==> src/rtl/seg7_pkg.sv <==
// Shared types, constants and the lit-high seven-segment table for the digit counter display.
// Segment order is bit0=a .. bit6=g.
package seg7_pkg;

  typedef logic [6:0] seg_t;
  typedef logic [3:0] digit_t;

  localparam seg_t   SEG_BLANK     = 7'h00;
  localparam digit_t DIGIT_MAX_HEX = 4'd15;
  localparam digit_t DIGIT_MAX_BCD = 4'd9;

  function automatic seg_t seg7_encode(input digit_t d);
    seg_t s;
    case (d)
      4'h0: s = 7'h3F;
      4'h1: s = 7'h06;
      4'h2: s = 7'h5B;
      4'h3: s = 7'h4F;
      4'h4: s = 7'h66;
      4'h5: s = 7'h6D;
      4'h6: s = 7'h7D;
      4'h7: s = 7'h07;
      4'h8: s = 7'h7F;
      4'h9: s = 7'h6F;
      4'hA: s = 7'h77;
      4'hB: s = 7'h7C;
      4'hC: s = 7'h39;
      4'hD: s = 7'h5E;
      4'hE: s = 7'h79;
      default: s = 7'h71;
    endcase
    return s;
  endfunction

endpackage

==> src/rtl/counter_digit.sv <==
// One HEX/BCD counter digit with synchronous load; steps on the clock after step=1.
// carry_out is combinational: step qualified by the digit sitting at its terminal value.
module counter_digit
  import seg7_pkg::*;
(
  input  logic   clock,
  input  logic   reset,
  input  logic   step,
  input  logic   up_down,
  input  logic   radix_bcd,
  input  logic   load,
  input  digit_t load_nibble,
  output digit_t digit,
  output logic   carry_out
);

  digit_t max_val;
  digit_t next_val;
  digit_t load_clamped;
  logic   at_term;

  always_comb begin
    max_val  = radix_bcd ? DIGIT_MAX_BCD : DIGIT_MAX_HEX;
    // ">=" lets an out-of-range BCD digit roll to 0 with carry when counting up
    at_term  = up_down ? (digit >= max_val) : (digit == 4'd0);
    if (up_down)
      next_val = at_term ? 4'd0 : digit + 4'd1;
    else if (at_term)
      next_val = max_val;
    else if (digit > max_val)
      next_val = 4'd8;
    else
      next_val = digit - 4'd1;
    load_clamped = (radix_bcd && (load_nibble > DIGIT_MAX_BCD)) ? DIGIT_MAX_BCD : load_nibble;
  end

  assign carry_out = step & at_term;

  always_ff @(posedge clock or posedge reset) begin
    if (reset)
      digit <= 4'd0;
    else if (load)
      digit <= load_clamped;
    else if (step)
      digit <= next_val;
  end

endmodule

==> src/rtl/seg7_counter_display.sv <==
// N-digit up/down counter with clock-enable prescaler, ripple carry and registered 7-seg decode.
// count steps the clock after tick; hex follows count and blank_lz by one register stage.
module seg7_counter_display
  import seg7_pkg::*;
#(
  parameter int NUM_DIGITS = 4,
  parameter int DIV_WIDTH  = 23,
  parameter bit ACTIVE_LOW = 1'b1
) (
  input  logic                    clock,
  input  logic                    reset,
  input  logic                    enable,
  input  logic                    up_down,
  input  logic                    radix_bcd,
  input  logic                    blank_lz,
  input  logic                    load,
  input  logic [4*NUM_DIGITS-1:0] load_value,
  output logic [4*NUM_DIGITS-1:0] count,
  output logic [7*NUM_DIGITS-1:0] hex,
  output logic                    tick,
  output logic                    wrap
);

  logic [DIV_WIDTH-1:0]    prescaler;
  logic [NUM_DIGITS:0]     carry;
  logic [7*NUM_DIGITS-1:0] hex_next;

  always_ff @(posedge clock or posedge reset) begin
    if (reset) begin
      prescaler <= '0;
      tick      <= 1'b0;
    end else begin
      tick <= enable & (&prescaler);
      if (enable)
        prescaler <= prescaler + DIV_WIDTH'(1);
    end
  end

  assign carry[0] = tick;

  for (genvar g = 0; g < NUM_DIGITS; g++) begin : g_digit
    counter_digit u_digit (
      .clock       (clock),
      .reset       (reset),
      .step        (carry[g]),
      .up_down     (up_down),
      .radix_bcd   (radix_bcd),
      .load        (load),
      .load_nibble (load_value[4*g +: 4]),
      .digit       (count[4*g +: 4]),
      .carry_out   (carry[g+1])
    );
  end

  // A load swallows the coincident step, so its carry-out must not flag a wrap
  always_ff @(posedge clock or posedge reset) begin
    if (reset)
      wrap <= 1'b0;
    else
      wrap <= carry[NUM_DIGITS] & ~load;
  end

  always_comb begin
    logic upper_zero;
    seg_t seg;
    hex_next   = '0;
    upper_zero = 1'b1;
    seg        = SEG_BLANK;
    for (int i = NUM_DIGITS - 1; i >= 0; i--) begin
      upper_zero = upper_zero && (count[4*i +: 4] == 4'd0);
      seg        = seg7_encode(count[4*i +: 4]);
      if (blank_lz && (i != 0) && upper_zero)
        seg = SEG_BLANK;
      hex_next[7*i +: 7] = ACTIVE_LOW ? ~seg : seg;
    end
  end

  always_ff @(posedge clock or posedge reset) begin
    if (reset)
      hex <= {(7*NUM_DIGITS){ACTIVE_LOW}};
    else
      hex <= hex_next;
  end

endmodule

==> config.mk <==
export PLATFORM = sky130hd
export DESIGN_NAME = seg7_counter_display
export DESIGN_NICKNAME = d
export VERILOG_FILES = /design/src/rtl/seg7_pkg.sv /design/src/rtl/counter_digit.sv /design/src/rtl/seg7_counter_display.sv
export SDC_FILE = /design/constraint.sdc
export NUM_CORES = 1
export LEC_CHECK = 0
export CAP_MARGIN = 20
export CORE_MARGIN = 4
export CORE_UTILIZATION = 40
export CTS_BUF_LIST = sky130_fd_sc_hd__clkbuf_8
export CTS_CLUSTER_DIAMETER = 30
export DETAILED_ROUTE_END_ITERATION = 12
export PLACE_DENSITY_LB_ADDON = 0.3
export SYNTH_ARGS = -nofsm -noshare
export SYNTH_HDL_FRONTEND = slang
export SYNTH_SLANG_ARGS = --single-unit
==> constraint.sdc <==
create_clock -name clock -period 5.35 [get_ports clock]
set_clock_uncertainty 0.2 [all_clocks]
set_input_delay 1.07 -clock clock [delete_from_list [all_inputs] [get_ports clock]]
set_output_delay 1.07 -clock clock [all_outputs]
set_load 0.02 [all_outputs]
Word-level counts from Yosys, hierarchy flattened
Memories as Yosys holds them, arrays and structs flattened. Index checks and enable logic that the tools add are counted.

Muxes and demuxes: 36. Equality and inequality tests: 0. Add/subtract/negate cells: 9. Order comparisons: 12. Bitwise gates (word level): 11. Div/mod/pow operators: 0. Shifts and indexed selects: 0. Reduce and logical (&&, ||, !) cells: 18. Multipliers: 0.

Operators by type and width (count): $mux 4 (28); $not 7->7 (4); $add 23x1->23 const B (1); $reduce_and 23->1 (1); $mux 7 (3); $add 4x1->4 const B (4); $ge 4x4->1 (4); $gt 4x4->1 (4); $gt 4x4->1 const B (4); $logic_not 4->1 (4); $sub 4x1->4 const B (4); $logic_and 1x1->1 (9); $reduce_bool 2->1 (4); $and 1x1->1 (6); $mux 1 (4); $mux 3 (1); $not 1->1 (1).

Latch bits: 0. Register bits after elaboration: 69. Bits in writable memories: 0. ROM bits: 448. Memories kept: 4.

Memory list: (name not given) (depth 16, bits a word 7, rd ports 1, clocked after memory_dff 0, write ports 0, RTL line seg7_pkg.sv:14) `case (d)`; (name not given) (depth 16, bits a word 7, rd ports 1, clocked after memory_dff 0, write ports 0, RTL line seg7_pkg.sv:14); (name not given) (depth 16, bits a word 7, rd ports 1, clocked after memory_dff 0, write ports 0, RTL line seg7_pkg.sv:14); (name not given) (depth 16, bits a word 7, rd ports 1, clocked after memory_dff 0, write ports 0, RTL line seg7_pkg.sv:14).

Depth between registers and ports, before layout
Word-level depth: 8. Gate-level depth with buffers: 9. Depth with buffers taken out: 7.

By module
From an unflattened synthesis, not the netlist that was laid out.

Cells, all modules: 483. Area total of the unflattened synthesis: 4703.3 um^2.

By module, submodules not included: seg7_counter_display (times used 1, area each 2861.5 um^2, seq. area each 1361.3 um^2, cells each 263); counter_digit (times used 4, area each 460.4 um^2, seq. area each 100.1 um^2, cells each 55).

Least setup slack after synthesis
No wires, ideal clock.

Kind: input to register. From: input port radix_bcd. To: register g_digit[2].u_digit.digit[1]. Buffers on the path: 0. Arrival: 2.499 ns. Library setup time: 0.125 ns. Cell stages on the path: 6. Path slack: 2.526 ns. Cell sequence: ha_1 > a211oi_2 > nor2_1 > a21o_4 > a21o_4 > mux2_4.

Word-level cells in the longest chain between the ends: 7.

Ends and longest elaborated chain: from (decl) (RTL line seg7_counter_display.sv:14) `input logic radix_bcd,`; $mux 3 (RTL line counter_digit.sv:23) `max_val = radix_bcd ? DIGIT_MAX_BCD : DIGIT_MAX_HEX;`; $gt 4x4->1 or $ge 4x4->1 (tied branches) (RTL line counter_digit.sv:30, counter_digit.sv:25); $mux 4 or $mux 1 (tied branches) (RTL line counter_digit.sv:30, counter_digit.sv:25); $mux 4 (on tied branches) (RTL line counter_digit.sv:28, counter_digit.sv:27); $mux 4 (RTL line counter_digit.sv:26) `if (up_down)`; $mux 4 (RTL line counter_digit.sv:44) `else if (step)`; $mux 4 (RTL line counter_digit.sv:42) `else if (load)`; to (signal assigned) (RTL line counter_digit.sv:43) `digit <= load_clamped;`; to (signal assigned) (RTL line counter_digit.sv:45) `digit <= next_val;`; to (decl) (RTL line counter_digit.sv:13) `output digit_t digit,`.

Parallel ways exist; a longest one is shown, timed or not. The select of a mux whose other input is x is not followed. A chain may end at the register's enable or synchronous reset.

Worst setup path in the final report
From: input port radix_bcd. To: register g_digit[2].u_digit.digit[2].

The elaborated chain is that of the path after synthesis.

==> flow_summary_export.csv <==
group,metric,value,unit
global_routing,grt_pass1_vias,3805,
routing,vias,3805,
floorplanning,die_h,115,um
min_path,hp-class,"register to register",
global_routing,grt_util_met3,2.64,%
worst_setup_path,startpoint_type,"input port",
floorplanning,die_area,13100,sq um
clock_tree,clk_path_buf_depth,2,
floorplanning,rows,38,
timing,tns,0,ns
worst_setup_path,endpoint_kind,"register",
synthesis,syn_area,4540,sq um
floorplanning,io_pins,69,
routing,route.detailed.drc,0,
synthesis,synthFlopType,"dfrtp_1",
routing,dr.first_iter.drc_count,328,
synthesis,yosys_warnings,0,
timing,holdWs,0.272,ns
timing,hold_viol,0,
routing,via_per_inst,5.61,
global_routing,grt_most_used_layer,"met2",
floorplanning,fp.dieW,115,um
power_and_ir_drop,ir_drop,0.128,mV
synthesis,syn_avg_cell_area,9.46,sq um
placed_design,io_buffers,68,
floorplanning,fp.coreArea,11000,sq um
synthesis,ys_seq_area_share,38.8,%
synthesis,synth_cell_type_count,72,
timing,rsz0062_at_grt,"false",
global_routing,grt_pass1_wl,18600,um
power_and_ir_drop,p_per_area,360,nW/um^2
clock_tree,cts_setup_buffers,0,
clock_tree,clk_latency,0.35,ns
synthesis,synth_edf_count,0,
clock_tree,htree_levels,3,
synthesis,async_flop_share,100,%
cells_and_area,layout-drive-gt1-share,13.4,%
worst_setup_path,critPathKind,"input port to register",
global_routing,grt.overflow.total,0,
floorplanning,start_util,41.3,%
global_routing,antenna_found_initial,0,
timing,setup_viol,0,
clock_tree,post_cts_resized,0,
cells_and_area,diodes,0,
routing,dr.pass1.iters,5,
clock_tree,hold_buffers,0,
timing,period_share,67.5,%
power_and_ir_drop,leakage,2.22,nW
routing,drtAntennaViolNets,0,
timing,worst_pin_slew,0.745,ns
global_routing,grt_start_max_net_pins,38,
placed_design,place.gp.congestion,0.862,
cells_and_area,stdcell_area,5470,sq um
timing,slew_headroom,50.2,%
outcome,status,"finished clean",
global_routing,track_usage,17.3,%
timing,fin_crit,3.61,ns
run,cap_violations,0,
routing,wl_per_cell,15.9,um
worst_setup_path,arrival,3.65,ns
cells_and_area,layout.nets,589,
routing,routed_wl,10800,um
placed_design,dp_hpwl,7780,um
global_routing,grtUsageMet1,24.0,%
power_and_ir_drop,finalPower,0.00197,W
clock_tree,cts_tree,"built",
clock_tree,clk_pin_slew,0.08,ns
placed_design,place_area,5280,sq um
synthesis,ys_ff_latch,69,
timing,max_freq,277,MHz
worst_setup_path,cp.required,5.38,ns
timing,drv_slew,0,
clock_tree,numCtsBuffers,9,
worst_setup_path,worstPathMaxFanout,18,
clock_tree,root_buffer,"clkbuf_8",
global_routing,gr-usage-met2,27.2,%
clock_tree,cts_num_sinks,69,
synthesis,synth_nets,536,
cells_and_area,area_delta_synth_final,20.4,%
synthesis,postSynthCellCount,480,
==> final cells by class <==
| cell class | instances | area [sq um] |
|---|---|---|
| tap | 140 | 175 |
| multi-input combinational | 363 | 2570 |
| timing repair buffer | 71 | 703 |
| clock buffer | 10 | 138 |
| sequential | 69 | 1760 |
| fill | 1047 | 5520 |
| clock inverter | 6 | 46.3 |
| inverter | 19 | 71.3 |
==> layer usage <==
layer,up-vias,wire [um],part of all wire (%)
met4,0,197,1.8
li1,1869,-,-
met5,-,0,0
met2,108,5060,47
met1,1811,5010,46
met3,17,511,4.7
==> cell families after synthesis <==
kind of cell,Yosys count,share of synthesized area [%]
and+or+nand+nor,154,18.0
AOI/OAI and AO/OA,140,22.0
DFF,69,38.8
buffers and inverters,48,4.57
adders and majority gates,33,9.09
xor gates and xnor gates,26,5.02
muxes,10,2.51
==> metrics by stage <==
step / setup slack (ns) / instances / util (%)
after floorplan: 2.39 / 480 / -
after global placement: 1.50 / 662 / 48.1
after detailed placement: 1.42 / 662 / 48.1
after CTS: 1.78 / 678 / 49.8
after global routing: 1.60 / 678 / 49.8
final: 1.74 / 678 / 49.8
==> sequential cells by signal (all words and copies together) (netlist names) <==
name	cells
prescaler	23
tick	1
hex	28
wrap	1
g_digit.u_digit.digit	16
==> cell usage after synthesis (5+ instances only) <==
library cell	count	area [sq um]
ha_1	33	413
dfrtp_1	41	1030
mux2i_1	5	50.1
a31oi_1	5	31.3
xor2_1	5	43.8
nor2_1	37	139
a21oi_1	20	100
nand2_1	33	124
inv_1	16	60.1
dfstp_2	28	736
nor2b_1	7	43.8
and3_1	7	43.8
xnor2_1	21	184
nor3_1	6	30.0
o211ai_1	26	195
nand3_1	19	95.1
clkbuf_1	19	71.3
nand2b_1	11	68.8
nand4_1	11	68.8
o21ai_0	35	175
==> layout by cell type (no fill, tap or decap), types with 3 or more instances in the layout <==
cell	instances
mux2i_1	5
xor2_1	5
nor2_1	37
buf_4	3
dfrtp_1	41
xnor2_1	21
o21ai_0	35
o32ai_1	3
and2_1	3
o31ai_1	4
a211oi_1	4
o21a_1	4
clkdlybuf4s50_1	68
dfstp_2	28
and3_1	7
clkbuf_8	10
inv_2	3
nor2b_1	7
ha_1	33
and4_1	3
a21oi_1	20
a31oi_1	5
o221ai_1	3
o211ai_1	26
nand2b_1	11
o311ai_0	3
inv_1	16
nand2_1	33
nand4_1	11
nor3_1	6
nand3_1	19
==> final timing paths <==
kind / from / endpoint / depth (start not counted) / slack (ns)
worst max-delay path: radix_bcd / g_digit[2].u_digit.digit[2]$_DFFE_PP0P_ / 7 / 1.74
worst min-delay path: prescaler[20]$_DFFE_PP0P_ / prescaler[20]$_DFFE_PP0P_ / 1 / 0.27
worst max register to register: g_digit[2].u_digit.digit[0]$_DFFE_PP0P_ / g_digit[2].u_digit.digit[2]$_DFFE_PP0P_ / 7 / 2.65
worst min register to register: prescaler[20]$_DFFE_PP0P_ / prescaler[20]$_DFFE_PP0P_ / 1 / 0.27
max in group asynchronous: reset / hex[12]$_DFF_PP1_ / 3 / 3.07
min in group asynchronous: reset / prescaler[5]$_DFFE_PP0P_ / 2 / 0.94
==> worst max-delay path, stage by stage <==
cell and delay [ns]:
clkdlybuf4s50_1 0.95, ha_1 0.38, a211oi_2 0.31, nor2_1 0.15, a21o_4 0.26, a21o_4 0.24, mux2_4 0.29
==> where the power goes <==
group          leakage [nW]  switching [W]  total, W  internal [W]
logic                  1.30       0.000403  0.000764      0.000362
registers             0.818       0.000136  0.000806      0.000669
clock network        0.0947       0.000211  0.000395      0.000184
total                  2.22       0.000750   0.00197       0.00121
No activity file was read; power rests on OpenSTA's default activity.
